===== config.mk =====
export PLATFORM = sky130hd
export DESIGN_NAME = fft_butterfly_arbiter
export DESIGN_NICKNAME = d
export VERILOG_FILES = /design/src/rtl/fft_butterfly_arbiter_pkg.sv /design/src/rtl/fft_rr_picker.sv /design/src/rtl/fft_butterfly_arbiter.sv
export SDC_FILE = /design/constraint.sdc
export NUM_CORES = 1
export LEC_CHECK = 0
export ABC_AREA = 1
export CAP_MARGIN = 20
export CORE_AREA = 2 2 247 249
export CTS_BUF_LIST = sky130_fd_sc_hd__clkbuf_8
export DETAILED_ROUTE_END_ITERATION = 16
export DIE_AREA = 0 0 249 251
export PLACE_DENSITY = 0.68
export SLEW_MARGIN = 30
export SYNTH_ARGS = -nofsm -noshare
export SYNTH_HDL_FRONTEND = slang
export SYNTH_HIERARCHICAL = 1
export SYNTH_SLANG_ARGS = --single-unit
export TNS_END_PERCENT = 50

===== constraint.sdc =====
create_clock -name clk -period 2.93 [get_ports clk]
set_clock_uncertainty 0.1 [all_clocks]
set_input_delay 0.586 -clock clk [delete_from_list [all_inputs] [get_ports clk]]
set_output_delay 0.586 -clock clk [all_outputs]
set_load 0.03 [all_outputs]

===== src/rtl/fft_butterfly_arbiter_pkg.sv =====
// Shared constants for the FFT butterfly arbiter: default geometry and the
// operand/result slot ordering used to carry butterfly operands as arrays.
package fft_butterfly_arbiter_pkg;

  localparam int DEF_NUM_REQ = 4;
  localparam int DEF_Q       = 15;
  localparam int DEF_TAG_W   = 3;
  localparam int DEF_MAX_OUT = 4;

  localparam int NUM_OPS = 6;
  localparam int OP_R0   = 0;
  localparam int OP_I0   = 1;
  localparam int OP_R1   = 2;
  localparam int OP_I1   = 3;
  localparam int OP_CR   = 4;
  localparam int OP_CI   = 5;

  localparam int NUM_RES = 4;
  localparam int RS_R0   = 0;
  localparam int RS_I0   = 1;
  localparam int RS_R1   = 2;
  localparam int RS_I1   = 3;

  function automatic int wrap_next(input int idx, input int n);
    return (idx + 1 >= n) ? 0 : idx + 1;
  endfunction

endpackage


===== src/rtl/fft_rr_picker.sv =====
// Combinational round-robin picker: first set bit of mask at or after rr_ptr,
// wrapping to the lowest set bit when nothing at or above the pointer is set.
module fft_rr_picker #(
  parameter int NUM_REQ = 4,
  parameter int IDX_W   = 3
) (
  input  logic [NUM_REQ-1:0] mask,
  input  logic [IDX_W-1:0]   rr_ptr,
  output logic               grant_valid,
  output logic [IDX_W-1:0]   grant_idx
);

  logic             hi_v;
  logic [IDX_W-1:0] hi_idx;
  logic [IDX_W-1:0] lo_idx;

  // Descending scan so the lowest qualifying index is the one left standing.
  always_comb begin
    hi_v        = 1'b0;
    hi_idx      = '0;
    lo_idx      = '0;
    grant_valid = 1'b0;
    for (int i = NUM_REQ - 1; i >= 0; i--) begin
      if (mask[i]) begin
        grant_valid = 1'b1;
        lo_idx      = IDX_W'(i);
        if (IDX_W'(i) >= rr_ptr) begin
          hi_v   = 1'b1;
          hi_idx = IDX_W'(i);
        end
      end
    end
    grant_idx = hi_v ? hi_idx : lo_idx;
  end

endmodule


===== src/rtl/fft_butterfly_arbiter.sv =====
// Shares one pipelined radix-2 butterfly between NUM_REQ FFT stages: one
// holding slot per stage, round-robin issue with tags, tagged result return.
module fft_butterfly_arbiter
  import fft_butterfly_arbiter_pkg::*;
#(
  parameter int NUM_REQ = DEF_NUM_REQ,
  parameter int Q       = DEF_Q,
  parameter int TAG_W   = DEF_TAG_W,
  parameter int MAX_OUT = DEF_MAX_OUT
) (
  input  logic                     clk,
  input  logic                     reset,
  input  logic [NUM_REQ-1:0]       req_valid,
  input  logic [NUM_REQ*(Q+1)-1:0] req_real_0,
  input  logic [NUM_REQ*(Q+1)-1:0] req_imag_0,
  input  logic [NUM_REQ*(Q+1)-1:0] req_real_1,
  input  logic [NUM_REQ*(Q+1)-1:0] req_imag_1,
  input  logic [NUM_REQ*(Q+1)-1:0] req_coeff_real,
  input  logic [NUM_REQ*(Q+1)-1:0] req_coeff_imag,
  output logic [NUM_REQ-1:0]       req_pending,
  output logic                     bf_valid,
  output logic [Q:0]               bf_real_0,
  output logic [Q:0]               bf_imag_0,
  output logic [Q:0]               bf_real_1,
  output logic [Q:0]               bf_imag_1,
  output logic [Q:0]               bf_coeff_real,
  output logic [Q:0]               bf_coeff_imag,
  output logic [TAG_W-1:0]         bf_tag,
  input  logic                     bf_res_valid,
  input  logic [TAG_W-1:0]         bf_res_tag,
  input  logic [Q:0]               bf_res_real_0,
  input  logic [Q:0]               bf_res_imag_0,
  input  logic [Q:0]               bf_res_real_1,
  input  logic [Q:0]               bf_res_imag_1,
  output logic [NUM_REQ-1:0]       rsp_valid,
  output logic [Q:0]               rsp_real_0,
  output logic [Q:0]               rsp_imag_0,
  output logic [Q:0]               rsp_real_1,
  output logic [Q:0]               rsp_imag_1,
  output logic [NUM_REQ-1:0]       overflow_err,
  output logic                     spurious_err
);

  localparam int W     = Q + 1;
  localparam int CNT_W = $clog2(MAX_OUT + 1);
  localparam logic [TAG_W:0] TAG_LIM = (TAG_W + 1)'(NUM_REQ);

  typedef logic signed [Q:0] samp_t;

  samp_t              req_op [NUM_REQ][NUM_OPS];
  samp_t              slot_q [NUM_REQ][NUM_OPS];
  samp_t              slot_d [NUM_REQ][NUM_OPS];
  samp_t              bf_q   [NUM_OPS];
  samp_t              bf_d   [NUM_OPS];
  samp_t              rsp_q  [NUM_RES];
  samp_t              rsp_d  [NUM_RES];
  logic [NUM_REQ-1:0] full_q, full_d, ovf_q, ovf_d, rsp_valid_q, rsp_valid_d, gnt_oh;
  logic [TAG_W-1:0]   rr_ptr_q, rr_ptr_d, bf_tag_q, bf_tag_d, grant_idx;
  logic [CNT_W-1:0]   out_q, out_d;
  logic               bf_valid_q, bf_valid_d, spur_q, spur_d;
  logic               grant_valid, issue, res_ok;

  always_comb begin
    for (int i = 0; i < NUM_REQ; i++) begin
      req_op[i][OP_R0] = req_real_0[i*W +: W];
      req_op[i][OP_I0] = req_imag_0[i*W +: W];
      req_op[i][OP_R1] = req_real_1[i*W +: W];
      req_op[i][OP_I1] = req_imag_1[i*W +: W];
      req_op[i][OP_CR] = req_coeff_real[i*W +: W];
      req_op[i][OP_CI] = req_coeff_imag[i*W +: W];
    end
  end

  fft_rr_picker #(
    .NUM_REQ (NUM_REQ),
    .IDX_W   (TAG_W)
  ) u_picker (
    .mask        (full_q),
    .rr_ptr      (rr_ptr_q),
    .grant_valid (grant_valid),
    .grant_idx   (grant_idx)
  );

  // An accepted result frees a butterfly slot in the same cycle it arrives.
  assign res_ok = bf_res_valid && (out_q != '0) && ({1'b0, bf_res_tag} < TAG_LIM);
  assign issue  = grant_valid && ((out_q < CNT_W'(MAX_OUT)) || res_ok);

  always_comb begin
    for (int i = 0; i < NUM_REQ; i++) begin
      gnt_oh[i] = issue && (grant_idx == TAG_W'(i));
    end
  end

  always_comb begin
    full_d      = full_q;
    slot_d      = slot_q;
    ovf_d       = ovf_q;
    bf_valid_d  = issue;
    bf_tag_d    = bf_tag_q;
    bf_d        = bf_q;
    rr_ptr_d    = rr_ptr_q;
    out_d       = out_q;
    rsp_valid_d = '0;
    rsp_d       = rsp_q;
    spur_d      = spur_q | (bf_res_valid & ~res_ok);
    if (issue) begin
      bf_tag_d = grant_idx;
      rr_ptr_d = TAG_W'(wrap_next(int'(grant_idx), NUM_REQ));
    end
    for (int i = 0; i < NUM_REQ; i++) begin
      if (gnt_oh[i]) begin
        bf_d      = slot_q[i];
        full_d[i] = 1'b0;
      end
      // A slot being drained this cycle may be refilled in the same cycle.
      if (req_valid[i]) begin
        if (!full_q[i] || gnt_oh[i]) begin
          full_d[i] = 1'b1;
          slot_d[i] = req_op[i];
        end else begin
          ovf_d[i] = 1'b1;
        end
      end
      if (res_ok && (bf_res_tag == TAG_W'(i))) rsp_valid_d[i] = 1'b1;
    end
    if (res_ok) begin
      rsp_d[RS_R0] = bf_res_real_0;
      rsp_d[RS_I0] = bf_res_imag_0;
      rsp_d[RS_R1] = bf_res_real_1;
      rsp_d[RS_I1] = bf_res_imag_1;
    end
    case ({issue, res_ok})
      2'b10:   out_d = out_q + CNT_W'(1);
      2'b01:   out_d = out_q - CNT_W'(1);
      default: out_d = out_q;
    endcase
  end

  always_ff @(posedge clk) begin
    if (reset) begin
      full_q      <= '0;
      ovf_q       <= '0;
      rsp_valid_q <= '0;
      rr_ptr_q    <= '0;
      bf_tag_q    <= '0;
      out_q       <= '0;
      bf_valid_q  <= 1'b0;
      spur_q      <= 1'b0;
      for (int i = 0; i < NUM_REQ; i++)
        for (int k = 0; k < NUM_OPS; k++) slot_q[i][k] <= '0;
      for (int k = 0; k < NUM_OPS; k++) bf_q[k] <= '0;
      for (int k = 0; k < NUM_RES; k++) rsp_q[k] <= '0;
    end else begin
      full_q      <= full_d;
      ovf_q       <= ovf_d;
      rsp_valid_q <= rsp_valid_d;
      rr_ptr_q    <= rr_ptr_d;
      bf_tag_q    <= bf_tag_d;
      out_q       <= out_d;
      bf_valid_q  <= bf_valid_d;
      spur_q      <= spur_d;
      slot_q      <= slot_d;
      bf_q        <= bf_d;
      rsp_q       <= rsp_d;
    end
  end

  assign req_pending   = full_q;
  assign bf_valid      = bf_valid_q;
  assign bf_tag        = bf_tag_q;
  assign bf_real_0     = bf_q[OP_R0];
  assign bf_imag_0     = bf_q[OP_I0];
  assign bf_real_1     = bf_q[OP_R1];
  assign bf_imag_1     = bf_q[OP_I1];
  assign bf_coeff_real = bf_q[OP_CR];
  assign bf_coeff_imag = bf_q[OP_CI];
  assign rsp_valid     = rsp_valid_q;
  assign rsp_real_0    = rsp_q[RS_R0];
  assign rsp_imag_0    = rsp_q[RS_I0];
  assign rsp_real_1    = rsp_q[RS_R1];
  assign rsp_imag_1    = rsp_q[RS_I1];
  assign overflow_err  = ovf_q;
  assign spurious_err  = spur_q;

endmodule


== Word-level counts from Yosys, hierarchy flattened ==
Cells that the tools add are included.
Storage, ports and cells
  register bits after elaboration: 567
  bits of input ports: 458
  output and inout bits: 177
  logic and storage cells: 150
Operators by class
  add/subtract/negate cells: 3
  $lt $le $gt $ge: 7
  equal/unequal tests: 8
  mux-type cells: 47
  bitwise operators: 7
  reductions and logical operators: 33
Operators by type and width (count)
  $mux W96: 4
  $mux W1: 28
  $mux W3: 9
  $reduce_and A2 Y1: 8
  $eq A3 B2 Y1 const B: 4
  $logic_and A1 B1 Y1: 11
  $mux W2: 5
  $eq A3 B1 Y1 const B: 2
  $ge A1 B3 Y1 const A: 2
  $ge A2 B3 Y1 const A: 2
  $logic_not A3 Y1: 2
  $lt A3 B3 Y1 const B: 2
  $pmux W3 S2: 1
  $logic_or A1 B1 Y1: 5
  $not A1 Y1: 5
  $add A3 B1 Y4 const B: 1
  $ge A4 B3 Y1 const B: 1
  $logic_not A1 Y1: 4
  $reduce_bool A4 Y1: 1
  $add A3 B1 Y3 const B: 1
  $reduce_bool A3 Y1: 1
  $sub A3 B1 Y3 const B: 1
  $eq A2 B1 Y1 const B: 1
  $eq A2 B2 Y1 const B: 1
  3 further kinds: 3

== Logic depth before layout (Yosys ltp) ==
  depth in word-level cells: 16
  mapped depth: 18
  mapped depth without buffers: 16

== Modules after synthesis ==
Netlist, hierarchy kept.
Modules (own cells, without submodules)
  fft_butterfly_arbiter: instances 1, cells each 3753, area each 25210.4 µm², seq. area each 11350.9 µm²
  fft_rr_picker: instances 1, cells each 28, area each 131.4 µm², seq. area each 0.0 µm²

== Least setup slack after synthesis ==
OpenSTA, ideal clock, no wires.
  path type: flip-flop to flip-flop
  start point: register full_q[0] (netlist: req_pending[0])
  end point: register bf_q (netlist bit bf_imag_0[10])
  setup time: 0.109 ns
  arrival: 2.247 ns
  required time: 2.721 ns
  setup slack: 0.474 ns
  cell stages (with the launch flop): 16
  path buffers: 2
  clock period less this slack: 2.456 ns
  cells stage by stage: dfxtp_1 -> inv_2 -> nor2_2 -> o21ai_1 -> nand3_1 -> nand2_1 -> ha_1 -> ha_1 -> nand3_2 -> buf_2 -> buf_1 -> nor2_1 -> nor2_1 -> nand3_1 -> nand2_1 -> inv_1
Between the ends
  cells in the longest elaborated chain, start to end: 7
  elaborated cells on any way between the ends: 18
  those cells by class: eq/ne (3); mux (8); reduce/logical (7)
Ends and longest elaborated chain
  start: declaration: RTL line fft_butterfly_arbiter.sv:57  | logic [NUM_REQ-1:0] full_q, full_d, ovf_q, ovf_d, rsp_valid_q, rsp_valid_d, gnt_oh;
  start signal: assignment: RTL line fft_butterfly_arbiter.sv:154  | full_q <= full_d;
  $mux W2 (tied with other cells): RTL line fft_rr_picker.sv:24  | if (mask[i]) begin
  $mux W3 *: RTL line fft_rr_picker.sv:33  | grant_idx = hi_v ? hi_idx : lo_idx;
  named net grant_idx[0]: RTL line fft_butterfly_arbiter.sv:58  | logic [TAG_W-1:0] rr_ptr_q, rr_ptr_d, bf_tag_q, bf_tag_d, grant_idx;
  $eq A3 B1 Y1: RTL line fft_butterfly_arbiter.sv:90  | gnt_oh[i] = issue && (grant_idx == TAG_W'(i));
  $logic_and A1 B1 Y1: RTL line fft_butterfly_arbiter.sv:90
  $mux W96 (3 in a row): RTL line fft_butterfly_arbiter.sv:111  | if (gnt_oh[i]) begin
  end signal: assignment: RTL line fft_butterfly_arbiter.sv:163  | bf_q <= bf_d;
  end: declaration: RTL line fft_butterfly_arbiter.sv:53  | samp_t bf_q [NUM_OPS];
Mark *: on every way through the listed nets, which the timed path passes. The rest lies on a longest branch.
A chain may end at the register's enable or synchronous reset.

== Worst setup path after layout ==
  start point: register full_q[2] (netlist: req_pending[2])
  end point: register bf_q (netlist bit bf_imag_1[3])
Between the ends
  cells in the longest elaborated chain, start to end: 11
  elaborated cells on any way between the ends: 30
  those cells by class: eq/ne (3); mux (20); reduce/logical (7)
Ends and longest elaborated chain
  $mux W3 / $mux W1 (equally long branches): RTL line fft_rr_picker.sv:24
  $mux W3 / $mux W1 (equally long branches): RTL line fft_rr_picker.sv:27  | if (IDX_W'(i) >= rr_ptr) begin
  $mux W3 / $mux W1 (equally long branches): RTL line fft_rr_picker.sv:24
  $mux W3 / $mux W1 (equally long branches): RTL line fft_rr_picker.sv:27
  $mux W3 / $mux W1 (equally long branches): RTL line fft_rr_picker.sv:24
  $mux W3 *: RTL line fft_rr_picker.sv:33
  named net grant_idx[0]: RTL line fft_butterfly_arbiter.sv:58
  $eq A3 B1 Y1: RTL line fft_butterfly_arbiter.sv:90
  $logic_and A1 B1 Y1: RTL line fft_butterfly_arbiter.sv:90
  $mux W96 (3 in a row): RTL line fft_butterfly_arbiter.sv:111
Marked as above.

==> results.toml <==
[die]
ios = 635
die_y_um = 251
core-area_mm2 = 0.05979
die_w_um = 249
start_util_pct = 42.38
num_rows = 90
die-area_mm2 = 0.06250

[clock_network]
clk_pin_slew_ns = 0.05
cts_max_path_buffers = 3
cts_tree = "yes"
cts.sink_count = 567
htree_levels = 3
clkLatencyLatePin_ns = 0.70
cts-buffers-inserted = 98
clockRootBuffer = "clkbuf_8"

[sta]
finalSetupTns_ns = 0
fin_crit_ns = 2.708
fin_crit_sh_pct = 92.42
relSlewSlack_pct = 51.66
max_slew.worst_pin.slew_ns = 0.7251
slew_violations = 0
hold_viol_final = 0
rsz0062_at_grt = "false"
fmax_mhz = 369.3
setup_viol = 0

[synthesis]
syn_nets = 4246
synth_top_area_cell = "dfxtp_1"
ys_top_cells_by_area = "dfxtp_1 45%, nor2_1 12%, nand2_1 8.8%"
syn_area_mm2 = 0.02534
ys_ff_latch = 567
ys_seq_area_share_pct = 44.79
synth-async-reset-ratio_pct = 0
ys_warn_count = 6
ys.flop_type = "dfxtp_1"
synth_top_area_share_pct = 44.79
synth_cells = 3781
ys_types = 30
syn_avg_cell_area_um2 = 6.702
synth_edf_count = 0

[power]
static-leakage-power_nw = 15.81
p_sw_mw = 8.642
power.share.sequential_pct = 38.3
ir_drop_mv = 0.6116
internal_power_mw = 15.77
pwr-share-clk_pct = 29.4
power_frac_comb_pct = 32.3
power_mw = 24.41
powerDensity_mw_per_mm2 = 699.5
switching_share_pct = 35.40

[place]
place_congestion = 0.8489
post-dp-hpwl_mm = 65.24
io_buffer_count = 634

[route]
vias = 26740
drc = 0
routedWlPerCell_um = 18.40
routed_via_density = 5.156
drtPass1Iterations = 6
postRouteAntennaNets = 0
drt_wl_total_mm = 95.43
drt-initial-drc-count = 2094

[global_routing]
grt_util_all_layers_pct = 29.51
grt_max_degree = 116
grt_antenna_before_repair = 9
grt_overflow = 0
grt_first_pass_wirelength_mm = 145.8
grt_pass1_vias = 25370

[setup_path]
cp_slowest_stage_delay_ns = 0.36
path_class = "register to register"
worstPathRequired_ns = 3.41
path_buf_inv = 7
start_kind = "register"
crit_path_frequent_cell = "inv_1"
crit_chain = "inv_1 > nand2_1 > a21oi_1 > nand3_1 > nand2_1 > inv_1 > ha_1 > inv_1 > nor2_4 > o21ai_4 > buf_12 > buf_12 > nand3_1 > nand2_1 > inv_1 > nand2_1 > inv_1"
cp-end-kind = "register"
cp_slowest_cell = "dfxtp_1"
crit_family = "buffers and inverters"
cp.arrival_ns = 3.18
cp_max_fo = 38

[final_layout]
final_nets = 4794
drive_gt1_share_pct = 6.480
area_growth_pct = 37.70

[run]
cap_violations = 0

[min_path]
min_path_type = "input pin to register"

[run_status]
run_status = "finished clean"
## metrics by stage
step / std cells / setup slack [ns] / hold slack [ns] / utilization (%) / cell area [um^2]
finish: 5186 / 0.2221 / 0.3203 / 58.36 / 34900
global route: 5186 / 0.02965 / 0.3057 / 58.36 / 34900
CTS: 5180 / 0.1114 / 0.2773 / 58.31 / 34870
detailed placement: 5011 / 0.1037 / 0.3430 / 55.07 / 32930
global placement: 5011 / 0.1525 / 0.3382 / 55.07 / 32930
floorplan: 3781 / 0.4740 / 0.3300 / - / 25340
## worst reg2reg max path, delay by kind of cell, from the launching register on
| family | cells | cell delay (ns) |
|---|---|---|
| AOI/OAI and AO/OA | 2 | 0.45 |
| adders and majority gates | 1 | 0.22 |
| buffers and inverters | 7 | 0.91 |
| DFF | 1 | 0.36 |
| and+or+nand+nor | 7 | 0.57 |
## per-layer routing
metal	vias up	track usage [%]	part of all wire, %
li1	13130	-	-
met1	12290	37.85	42
met2	1081	48.01	47
met3	231	5.912	7.2
met4	6	13.40	4.2
met5	-	0	0.039
## cells in the mapped netlist, types with 3 or more instances
library cell,instances
nor2_1,816
nand2_1,597
dfxtp_1,567
inv_1,405
o21ai_0,351
nand3_1,293
a21oi_1,205
nand4_1,193
clkbuf_1,168
buf_2,98
buf_1,22
buf_4,12
nand2_2,8
inv_2,7
o21ai_1,7
ha_1,6
buf_6,4
o21a_1,4
nor2_2,3
## kinds of logic after synthesis
kind of cell             count (synthesis)  share of synthesized area [%]
AND/OR/NAND/NOR                       1917                          31.96
buffers and inverters                  716                          11.39
AO/OA/AOI/OAI                          572                          11.43
flip-flops                             567                          44.79
adder cells (fa/ha/maj)                  7                         0.3752
XOR/XNOR                                 1                        0.03457
other                                    1                        0.01480
## sequential cells by signal (all words and copies together), names as in the netlist, 4 cells and up
| signal | flops |
|---|---|
| bf_real_1 | 16 |
| bf_real_0 | 16 |
| bf_coeff_imag | 16 |
| req_pending | 4 |
| rsp_real_1 | 16 |
| slot_q | 384 |
| rsp_real_0 | 16 |
| bf_imag_1 | 16 |
| rsp_imag_0 | 16 |
| bf_imag_0 | 16 |
| overflow_err | 4 |
| bf_coeff_real | 16 |
| rsp_valid | 4 |
| rsp_imag_1 | 16 |
## timing repair
| action | CTS | global route |
|---|---|---|
| endpoints found under the setup margin | 0 | 72 |
| setup buffers | 0 | 0 |
| resized for setup | 0 | 6 |
| hold buffers | 0 | 0 |
## cell usage in the layout, fill, tap and decap left out, types with 4 or more instances in the layout
cell             synthesis  final
a21oi_1                205    204
buf_12                   0     48
buf_4                   12     69
clkbuf_8                 0    122
clkdlybuf4s50_1          0    632
clkinv_2                 0      8
dfxtp_1                567    566
diode_2                  0      6
ha_1                     6      5
inv_1                  405    441
inv_2                    7      4
nand2_1                597    594
nand2_2                  8      4
nand2_4                  0      6
nand3_1                293    292
nand4_1                193    193
nor2_1                 816    816
o21a_1                   4      4
o21ai_0                351    350
o21ai_1                  7      8
## power groups by stage
| stage | combinational [mW] | clock, mW | sequential, mW |
|---|---|---|---|
| after floorplan | 3.41 | 0 | 10.5 |
| final | 7.88 | 7.18 | 9.36 |
| after global placement | 7.77 | 0 | 9.49 |
| after detailed placement | 7.83 | 0 | 9.49 |
| after global routing | 8.55 | 7.68 | 9.46 |
| after CTS | 7.87 | 7.30 | 9.35 |
## worst paths after layout
kind / startpoint / to / slack (ns) / cells after the start
worst max register to register: req_pending[2] / bf_imag_1[3] / 0.22 / 17
worst max-delay path: req_pending[2] / bf_imag_1[3] / 0.22 / 17
worst min register to register: slot_q[35] / slot_q[35] / 0.35 / 2
worst min-delay path: reset / slot_q[136] / 0.32 / 4
## cell type report
cell class	instances	area, um^2
timing repair buffer	752	7839
multi-input combinational	2498	11220
inverter	412	1556
tap	782	978.4
sequential	567	11350
fill	5740	24900
clock buffer	122	1679
antenna	6	15.01
clock inverter	47	260.3
Note: power is estimated with default switching activity, not from simulation.
